[src/rtl/vga_fb_arbiter.sv]
// vga_fb_arbiter
//   Shares one single-port synchronous frame-buffer RAM between VGA scan-out and an
//   MCU-side pixel writer. The framebuffer is downscaled by 2^PIX_SHIFT in each axis.
//   Display fetches always win; the writer takes every RAM cycle that is not a fetch.
//
// Optional feature (compile-time macro FB_DOUBLE_BUF_EN):
//   defined   - two banks, writer targets the hidden bank, swap_req swaps at vblank entry.
//   undefined - one bank, bank bit tied 0, swap_req ignored, swap_done tied 0.
//
// Ports:
//   i_clk, i_reset_n      clock, asynchronous active-low reset
//   i_hcount/i_vcount     raster position from vga_controller
//   i_active_video        visible-area flag from vga_controller
//   i_wr_valid/addr/data  writer request; o_wr_ready marks a free RAM slot this cycle
//   i_swap_req            one-cycle swap request; o_swap_done pulses when it executes
//   o_mem_en/we/addr/wdata, i_mem_rdata   single-port RAM interface (addr MSB = bank)
//   o_pixel_data/active   display pixel and its qualifier, 2 cycles after the raster inputs
//   o_frame_start         pulse at hcount==0 && vcount==0
//   o_wr_err              sticky: an out-of-range write was dropped
module vga_fb_arbiter #(
  parameter int unsigned H_ACTIVE  = 640,
  parameter int unsigned V_ACTIVE  = 480,
  parameter int unsigned PIX_SHIFT = 2,
  parameter int unsigned DATA_W    = 8,
  parameter int unsigned ADDR_W    = 15
) (
  input  logic              i_clk,
  input  logic              i_reset_n,
  input  logic [10:0]       i_hcount,
  input  logic [9:0]        i_vcount,
  input  logic              i_active_video,
  input  logic              i_wr_valid,
  input  logic [ADDR_W-1:0] i_wr_addr,
  input  logic [DATA_W-1:0] i_wr_data,
  output logic              o_wr_ready,
  input  logic              i_swap_req,
  output logic              o_swap_done,
  output logic              o_mem_en,
  output logic              o_mem_we,
  output logic [ADDR_W:0]   o_mem_addr,
  output logic [DATA_W-1:0] o_mem_wdata,
  input  logic [DATA_W-1:0] i_mem_rdata,
  output logic [DATA_W-1:0] o_pixel_data,
  output logic              o_pixel_active,
  output logic              o_frame_start,
  output logic              o_wr_err
);

  localparam int unsigned H_FB     = H_ACTIVE >> PIX_SHIFT;
  localparam int unsigned FB_DEPTH = H_FB * (V_ACTIVE >> PIX_SHIFT);

  typedef enum logic [0:0] {StScan, StVblank} frame_state_e;

  frame_state_e r_state, w_state_next;

  logic              r_line_ok;   // a full line start has been seen since reset
  logic              r_fetch_d1;
  logic              r_act_d1;
  logic              r_act_d2;
  logic [DATA_W-1:0] r_pix;
  logic              r_wr_err;

  logic              w_line_start;
  logic              w_origin;
  logic              w_vblank_edge;
  logic              w_fetch;
  logic [ADDR_W-1:0] w_fetch_addr;
  logic              w_wr_xfer;
  logic              w_wr_in_range;
  logic              w_wr_mem;
  logic              w_wr_bad;
  logic              w_disp_bank;
  logic              w_wr_bank;

  assign w_line_start  = (i_hcount == 11'd0);
  assign w_origin      = w_line_start && (i_vcount == 10'd0);
  assign w_vblank_edge = w_line_start && (i_vcount == 10'(V_ACTIVE));

  // After a reset release the partial line is skipped: fetching resumes at the next
  // line start so the pixel pipeline never restarts mid-line.
  assign w_fetch = i_reset_n && i_active_video && (i_hcount[PIX_SHIFT-1:0] == '0) &&
                   (r_line_ok || w_line_start);

  assign w_fetch_addr = ADDR_W'((32'(i_vcount) >> PIX_SHIFT) * H_FB +
                                (32'(i_hcount) >> PIX_SHIFT));

  // Ready depends only on the raster position, never on i_wr_valid.
  assign w_wr_xfer     = i_reset_n && i_wr_valid && !w_fetch;
  assign w_wr_in_range = (32'(i_wr_addr) < FB_DEPTH);
  assign w_wr_mem      = w_wr_xfer && w_wr_in_range;
  assign w_wr_bad      = w_wr_xfer && !w_wr_in_range;

`ifdef FB_DOUBLE_BUF_EN
  logic r_disp_bank;
  logic r_swap_pend;
  logic w_swap_exec;

  // A request arriving on the vblank-entry cycle itself is honoured immediately.
  assign w_swap_exec = i_reset_n && (r_state == StScan) && w_vblank_edge &&
                       (r_swap_pend || i_swap_req);

  always_ff @(posedge i_clk or negedge i_reset_n) begin
    if (!i_reset_n) begin
      r_disp_bank <= 1'b0;
      r_swap_pend <= 1'b0;
    end else begin
      r_disp_bank <= r_disp_bank ^ w_swap_exec;
      r_swap_pend <= (r_swap_pend || i_swap_req) && !w_swap_exec;
    end
  end

  assign w_disp_bank = r_disp_bank;
  assign w_wr_bank   = !r_disp_bank;
  assign o_swap_done = w_swap_exec;
`else
  logic w_unused_swap_req;

  assign w_unused_swap_req = i_swap_req;
  assign w_disp_bank       = 1'b0;
  assign w_wr_bank         = 1'b0;
  assign o_swap_done       = 1'b0;
`endif

  // Frame FSM: only marks the swap point; fetch decisions use the live raster inputs.
  always_comb begin
    w_state_next = r_state;
    unique case (r_state)
      StScan:   if (w_vblank_edge) w_state_next = StVblank;
      StVblank: if (w_origin)      w_state_next = StScan;
      default:  w_state_next = StScan;
    endcase
  end

  always_ff @(posedge i_clk or negedge i_reset_n) begin
    if (!i_reset_n) begin
      r_state    <= StScan;
      r_line_ok  <= 1'b0;
      r_fetch_d1 <= 1'b0;
      r_act_d1   <= 1'b0;
      r_act_d2   <= 1'b0;
      r_pix      <= '0;
      r_wr_err   <= 1'b0;
    end else begin
      r_state    <= w_state_next;
      r_line_ok  <= r_line_ok || w_line_start;
      r_fetch_d1 <= w_fetch;
      r_act_d1   <= i_active_video;
      r_act_d2   <= r_act_d1;
      r_wr_err   <= r_wr_err || w_wr_bad;
      // RAM data is valid the cycle after the fetch; hold it until the next one lands.
      if (r_fetch_d1) begin
        r_pix <= i_mem_rdata;
      end
    end
  end

  always_comb begin
    o_mem_en    = 1'b0;
    o_mem_we    = 1'b0;
    o_mem_addr  = '0;
    o_mem_wdata = '0;
    if (w_fetch) begin
      o_mem_en   = 1'b1;
      o_mem_addr = {w_disp_bank, w_fetch_addr};
    end else if (w_wr_mem) begin
      o_mem_en    = 1'b1;
      o_mem_we    = 1'b1;
      o_mem_addr  = {w_wr_bank, i_wr_addr};
      o_mem_wdata = i_wr_data;
    end
  end

  assign o_wr_ready     = i_reset_n && !w_fetch;
  assign o_pixel_active = r_act_d2;
  assign o_pixel_data   = r_act_d2 ? r_pix : '0;
  assign o_frame_start  = i_reset_n && w_origin;
  assign o_wr_err       = r_wr_err;

endmodule
[config.mk]
export PLATFORM = sky130hd
export DESIGN_NAME = vga_fb_arbiter
export DESIGN_NICKNAME = d
export VERILOG_FILES = /design/src/rtl/vga_fb_arbiter.sv
export SDC_FILE = /design/constraint.sdc
export NUM_CORES = 1
export LEC_CHECK = 0
export CORE_MARGIN = 2
export CORE_UTILIZATION = 40
export CTS_CLUSTER_SIZE = 40
export DETAILED_ROUTE_END_ITERATION = 10
export GPL_TIMING_DRIVEN = 0
export PLACE_DENSITY_LB_ADDON = 0.08
export SYNTH_ARGS = -nofsm -noshare
export SYNTH_HDL_FRONTEND = slang
export SYNTH_SLANG_ARGS = --single-unit
export TNS_END_PERCENT = 1
[constraint.sdc]
create_clock -name i_clk -period 5.1 [get_ports i_clk]
set_input_delay 0.51 -clock i_clk [delete_from_list [all_inputs] [get_ports i_clk]]
set_output_delay 0.51 -clock i_clk [all_outputs]
set_load 0.01 [all_outputs]
### Word level (Yosys, flattened, before mapping)

Cells that the tools add are included.

* $mul: 1
* $add $sub $neg: 1
* $lt $le $gt $ge: 1
* reductions and logical operators: 17
* mux-type cells: 8

Operators with widths (count)
* 15-bit two-way mux: 2
* 8-bit two-way mux: 3
* 15-bit by 9-bit adder with 15-bit output: 1
* 15-bit less-than comparator, second input constant: 1
* 11-bit logical NOT: 1
* 1-bit logical AND: 10
* 10-bit logical NOT: 1
* 8-bit by 3-bit multiplier with 10-bit output, second input constant: 1
* 1-bit two-way mux: 3
* 1-bit logical NOT: 2
* 2-bit logical NOT: 1
* 1-bit logical OR: 2

* word-level logic and storage cells: 34
* flip-flop bits (word level): 13

### Depth between registers and ports, before layout

* word-level depth: 8
* mapped depth: 10
* gate-level depth less buffers: 10

### Worst setup path after synthesis

OpenSTA, ideal clock, no wires.

* path type: input-to-output
* from: input port i_vcount[3]
* to: output port o_mem_addr[14]
* arrival time: 2407 ps
* slack: 2183 ps
* stages: 10
* cell sequence: ha_1 ha_1 inv_1 fa_1 xnor2_1 nor2b_1 nor3b_2 nand4_1 xnor2_1 o21ai_1

* longest elaborated chain between the ends: 3

Ends and longest elaborated chain
* start: declaration: line 30 `input logic [9:0] i_vcount,`
* 8-bit by 3-bit multiplier with 10-bit output: line 84 `assign w_fetch_addr = ADDR_W'((32'(i_vcount) >> PIX_SHIFT) * H_FB +`
* 15-bit by 9-bit adder with 15-bit output: line 84
* 15-bit two-way mux: line 162 `if (w_fetch) begin`
* end: declaration: line 40 `output logic [ADDR_W:0] o_mem_addr,`

Every way passes these cells.

### Worst setup path after layout

Same ends and word-level chain as after synthesis.

==> results.md <==
Placement:
- Once detailed placement completed, the half-perimeter wirelength came to ~3.4 mm.
- Buffers placed on the I/O ports in this run total between 90 and 100.
- The placed instance count is ~320.
- The congestion estimate from routability-driven global placement came to about 0.75.

Clock tree:
- CTS built an H-tree with a depth of 1.
- The TritonCTS clock tree is built.
- The clock root buffer is sky130_fd_sc_hd__clkbuf_8.
- The number of sinks on the clock net is 13.
- Once the clock tree was built, the setup fixing pass inserted 0 buffers.
- The clock transition at the registers of the reported paths is ~50 ps.
- The number of clock buffers inserted by TritonCTS is 3.
- The worst-case clock buffer depth is 2.
- The count of instances resized after the clock tree is built is 0.
- Clock latency on the worst-skew pair, taken at its later pin, is approximately 240 ps.
- The hold buffer count at CTS is 0.

Pwr:
- Power spread over the standard cell area amounts to 149 mW/mm^2.
- The worst-case IR drop observed on VDD is ~0.000083 V.
- The design draws approximately 380 uW.
- The total leakage power is about 0.0011 uW.

STA:
- Setup violations remaining at the end of the flow were counted as 0.
- Hold timing on the final database bottoms out at a slack of 347 ps.
- The routed design could run at a clock period as short as roughly 4000 ps.
- Setup repair after global routing left no endpoint under its margin.
- The maximum operating frequency is about 250 MHz.
- Setup total negative slack on the finished layout was measured at 0 ps.
- The worst max-slew margin expressed relative to the limit is 0.524.
- On the final layout, the worst clock skew is 2.55 ps.
- Dividing the final minimum period by the clock period gives 0.798.
- The total count of max-transition violations in the final report is 0.
- The final count of hold timing violations is 0.
- The slew at the pin closest to its max-slew limit is slightly above 700 ps.

Floorplan:
- The area of the die is ~0.0042 mm^2.
- The initial cell density of the core is 0.410.
- The total number of placement rows is 22.
- 96 I/O pins were placed.
- The die span in y is around 65 um.
- In this run the horizontal extent of the chip is 64.8 um.
- The core area is 0.00361 mm^2.

Setup path:
- The startpoint kind of the worst setup timing path is a primary input.
- The biggest fanout along the worst timing path is 4.
- Measured in cells, the most critical reg-to-reg path has a length of 2.
- The worst register-to-register path begins at r_fetch_d1.
- The arrival time reported for the critical path endpoint is 3560 ps.
- The endpoint required time on the critical path is around 4600 ps.
- The critical path endpoint category is a primary output.
- The setup check on the worst reg-to-reg path leaves a slack of between 3000 and 4000 ps.
- The setup path with the least slack is of type primary input to primary output.
- The endpoint identified for the worst register-to-register timing path is r_pix[4].

Logic synthesis:
- The share of the Yosys chip area taken by registers is 0.220.
- The cell count after synthesis came out at between 150 and 200.
- The area fraction in and, or, nand and nor cells after synthesis is 0.308.
- In this run the cell area of the synthesized design comes to approximately 0.0015 mm^2.
- Counting flops and latches in the post-synthesis netlist gives 13.
- Of the total synthesized cell area, the portion taken by full adders, half adders and majority gates is 0.162.
- The average cell area after synthesis is 8.36 um^2.
- The synthesized-area fraction occupied by xor and xnor cells is 0.0592.
- Counting flops with a built-in enable in the synthesized netlist gives 0.
- Counting distinct cell types in the post-synthesis netlist gives 45.
- The share of synthesized flip-flops with an asynchronous set or reset is 1.00.
- The combinational family with the most area after synthesis is simple AND/OR/NAND/NOR gates.
- The most frequently used flop master after synthesis is sky130_fd_sc_hd__dfrtp_1.
- The warning count from the yosys run is 0.
- The post-synthesis compound-gate area fraction was 0.135.
- After synthesis, the share of cell area in mux cells is 0.0609.

Hold path:
- The worst hold path begins at r_act_d1.
- In this run the worst hold path is classified as flip-flop to flip-flop.
- The path with the worst hold slack has its endpoint at o_pixel_active.
- Counting instances, the worst hold path has a depth of 0.

Route:
- In the routed design, unresolved DRC markers number 0.
- The detailed router placed approximately 1600 vias in this run.
- The routed design has 4.01 mm of wire.
- The average via count per standard cell is roughly 5.
- Dividing the detail-routed wire length by the instance count gives ~12 um.
- After the first detailed-routing iteration, the DRC count stood at 35.
- The number of routed nets with antenna violations is 0.
- The first detailed-routing pass ran for 4 iterations.

GRT:
- The global routing's busiest layer is met2.
- The total track usage is 0.199.
- In the global route stage, met1 resource usage came out at 0.235.
- The number of antenna violations at the first check in global routing is 0.
- The first global-routing pass estimated 6.60 mm of wire.
- The total congestion overflow after global routing is 0.
- For met3 alone, demand over resource in global routing was 0.0295.
- Entering global routing, the biggest net connects 19 pins.
- The via count of the first global-routing pass was roughly 1600.
- For met2 alone, demand over resource in global routing was 0.352.

Cells and area:
- Measured on the finished design, the core utilization comes to 0.696.
- The synthesis-to-finish area growth is 69.7%.
- The repair_antennas step left the layout with diodes totalling 0.
- The post-layout net count is between 300 and 400.
- Excluding fillers, the count of instances in the completed layout stands at between 300 and 400.
- In the final layout, the share of cells above drive strength 1 is 0.106.

Flow run:
- The number of max-capacitance violations reported is 0.

Outcome:
- The run finished with clean final reports.
==> worst max-delay path, stage by stage <==
cell	delay [ps]
sky130_fd_sc_hd__clkdlybuf4s50_1	470
sky130_fd_sc_hd__ha_1	320
sky130_fd_sc_hd__ha_1	190
sky130_fd_sc_hd__inv_1	60
sky130_fd_sc_hd__fa_1	400
sky130_fd_sc_hd__xnor2_1	230
sky130_fd_sc_hd__nor2b_1	190
sky130_fd_sc_hd__nor3b_2	240
sky130_fd_sc_hd__nand4_1	130
sky130_fd_sc_hd__xnor2_1	150
sky130_fd_sc_hd__o21ai_1	110
sky130_fd_sc_hd__clkdlybuf4s50_1	550
==> worst max-delay path by stage <==
| stage | start | to | slack (ps) | cells past startpoint |
|---|---|---|---|---|
| final | i_vcount[3] | o_mem_addr[14] | 1030 | 12 |
| after global routing | i_vcount[3] | o_mem_addr[14] | 750 | 12 |
| after CTS | i_vcount[3] | o_mem_addr[14] | 1010 | 12 |
| after detailed placement | i_vcount[3] | o_mem_addr[14] | 1040 | 12 |
| after global placement | i_vcount[3] | o_mem_addr[14] | 1050 | 12 |
| after floorplan | i_vcount[3] | o_mem_addr[14] | 2180 | 10 |
==> layout make-up <==
| cell class | count | area (um^2) |
|---|---|---|
| sequential | 13 | 325 |
| fill | 333 | 1100 |
| timing repair buffer | 92 | 921 |
| buffer | 8 | 46.3 |
| tap | 48 | 60.1 |
| clock inverter | 1 | 5.00 |
| inverter | 8 | 30.0 |
| clock buffer | 3 | 41.3 |
| multi-input combinational | 149 | 1080 |
==> Yosys cell counts, drive strengths merged, types with 4 or more instances <==
cell / n / area share
nor2: 10 / 0.025
nor2b: 5 / 0.021
buf: 7 / 0.029
nand2: 17 / 0.043
a21o: 4 / 0.020
dfrtp: 13 / 0.22
and2: 10 / 0.044
ha: 16 / 0.14
o21ai: 12 / 0.043
nand3: 16 / 0.054
xnor2: 5 / 0.030
mux2: 8 / 0.061
inv: 8 / 0.020
and3: 10 / 0.042
xor2: 5 / 0.030
==> flip-flops by register name, summed over array words and instances, names as in the netlist <==
signal and cells:
r_pix 8, o_pixel_active 1, r_line_ok 1, r_fetch_d1 1, o_wr_err 1, r_act_d1 1
==> per-layer routing <==
metal / share of wire / routed length (um)
met5: 0 / 0
met4: 0.026 / 103
met1: 0.42 / 1690
met2: 0.48 / 1930
met3: 0.074 / 296
==> report_power, final <==
part	switching, uW	total, uW	internal, uW
combinational	75.2	177	102
clock	35.7	89.6	53.9
sequential	1.76	108	106
total	113	375	263
==> cells in the final DEF (no fill, tap or decap), types with 2 or more instances in the layout <==
cell	synthesis	routed
sky130_fd_sc_hd__ha_1	16	16
sky130_fd_sc_hd__nor2b_1	5	5
sky130_fd_sc_hd__and2_1	9	9
sky130_fd_sc_hd__or2_2	2	2
sky130_fd_sc_hd__nand2b_1	2	2
sky130_fd_sc_hd__mux2_2	8	8
sky130_fd_sc_hd__buf_2	4	4
sky130_fd_sc_hd__clkbuf_8	0	3
sky130_fd_sc_hd__conb_1	1	2
sky130_fd_sc_hd__fa_1	2	2
sky130_fd_sc_hd__inv_1	8	8
sky130_fd_sc_hd__o21ai_1	9	9
sky130_fd_sc_hd__nor4b_1	2	2
sky130_fd_sc_hd__xor2_1	5	5
sky130_fd_sc_hd__xnor2_1	5	5
sky130_fd_sc_hd__nand3_1	16	16
sky130_fd_sc_hd__a21o_1	4	4
sky130_fd_sc_hd__buf_4	3	3
sky130_fd_sc_hd__o21ai_0	2	2
sky130_fd_sc_hd__nand2_1	17	17
sky130_fd_sc_hd__clkdlybuf4s50_1	0	92
sky130_fd_sc_hd__and3_1	10	10
sky130_fd_sc_hd__nor2_1	10	10
sky130_fd_sc_hd__nor4_1	2	2
sky130_fd_sc_hd__dfrtp_1	13	13
==> metrics by stage <==
step                cell area, um^2  worst slack [ps]
global placement               2460              1050
finish                         2510              1030
detailed placement             2460              1040
floorplan                      1480              2180
CTS                            2510              1010
global route                   2510               755
==> kinds of logic (layout without fill, tap and decap cells) <==
family / Yosys count / after routing
flops: 13 / 13
simple gates: 83 / 83
fa+ha+maj: 18 / 18
mux: 8 / 8
compound gates: 28 / 28
buf+inv: 16 / 112
other cells: 1 / 2
xor+xnor: 10 / 10
No activity file was read; power rests on OpenSTA's default activity.
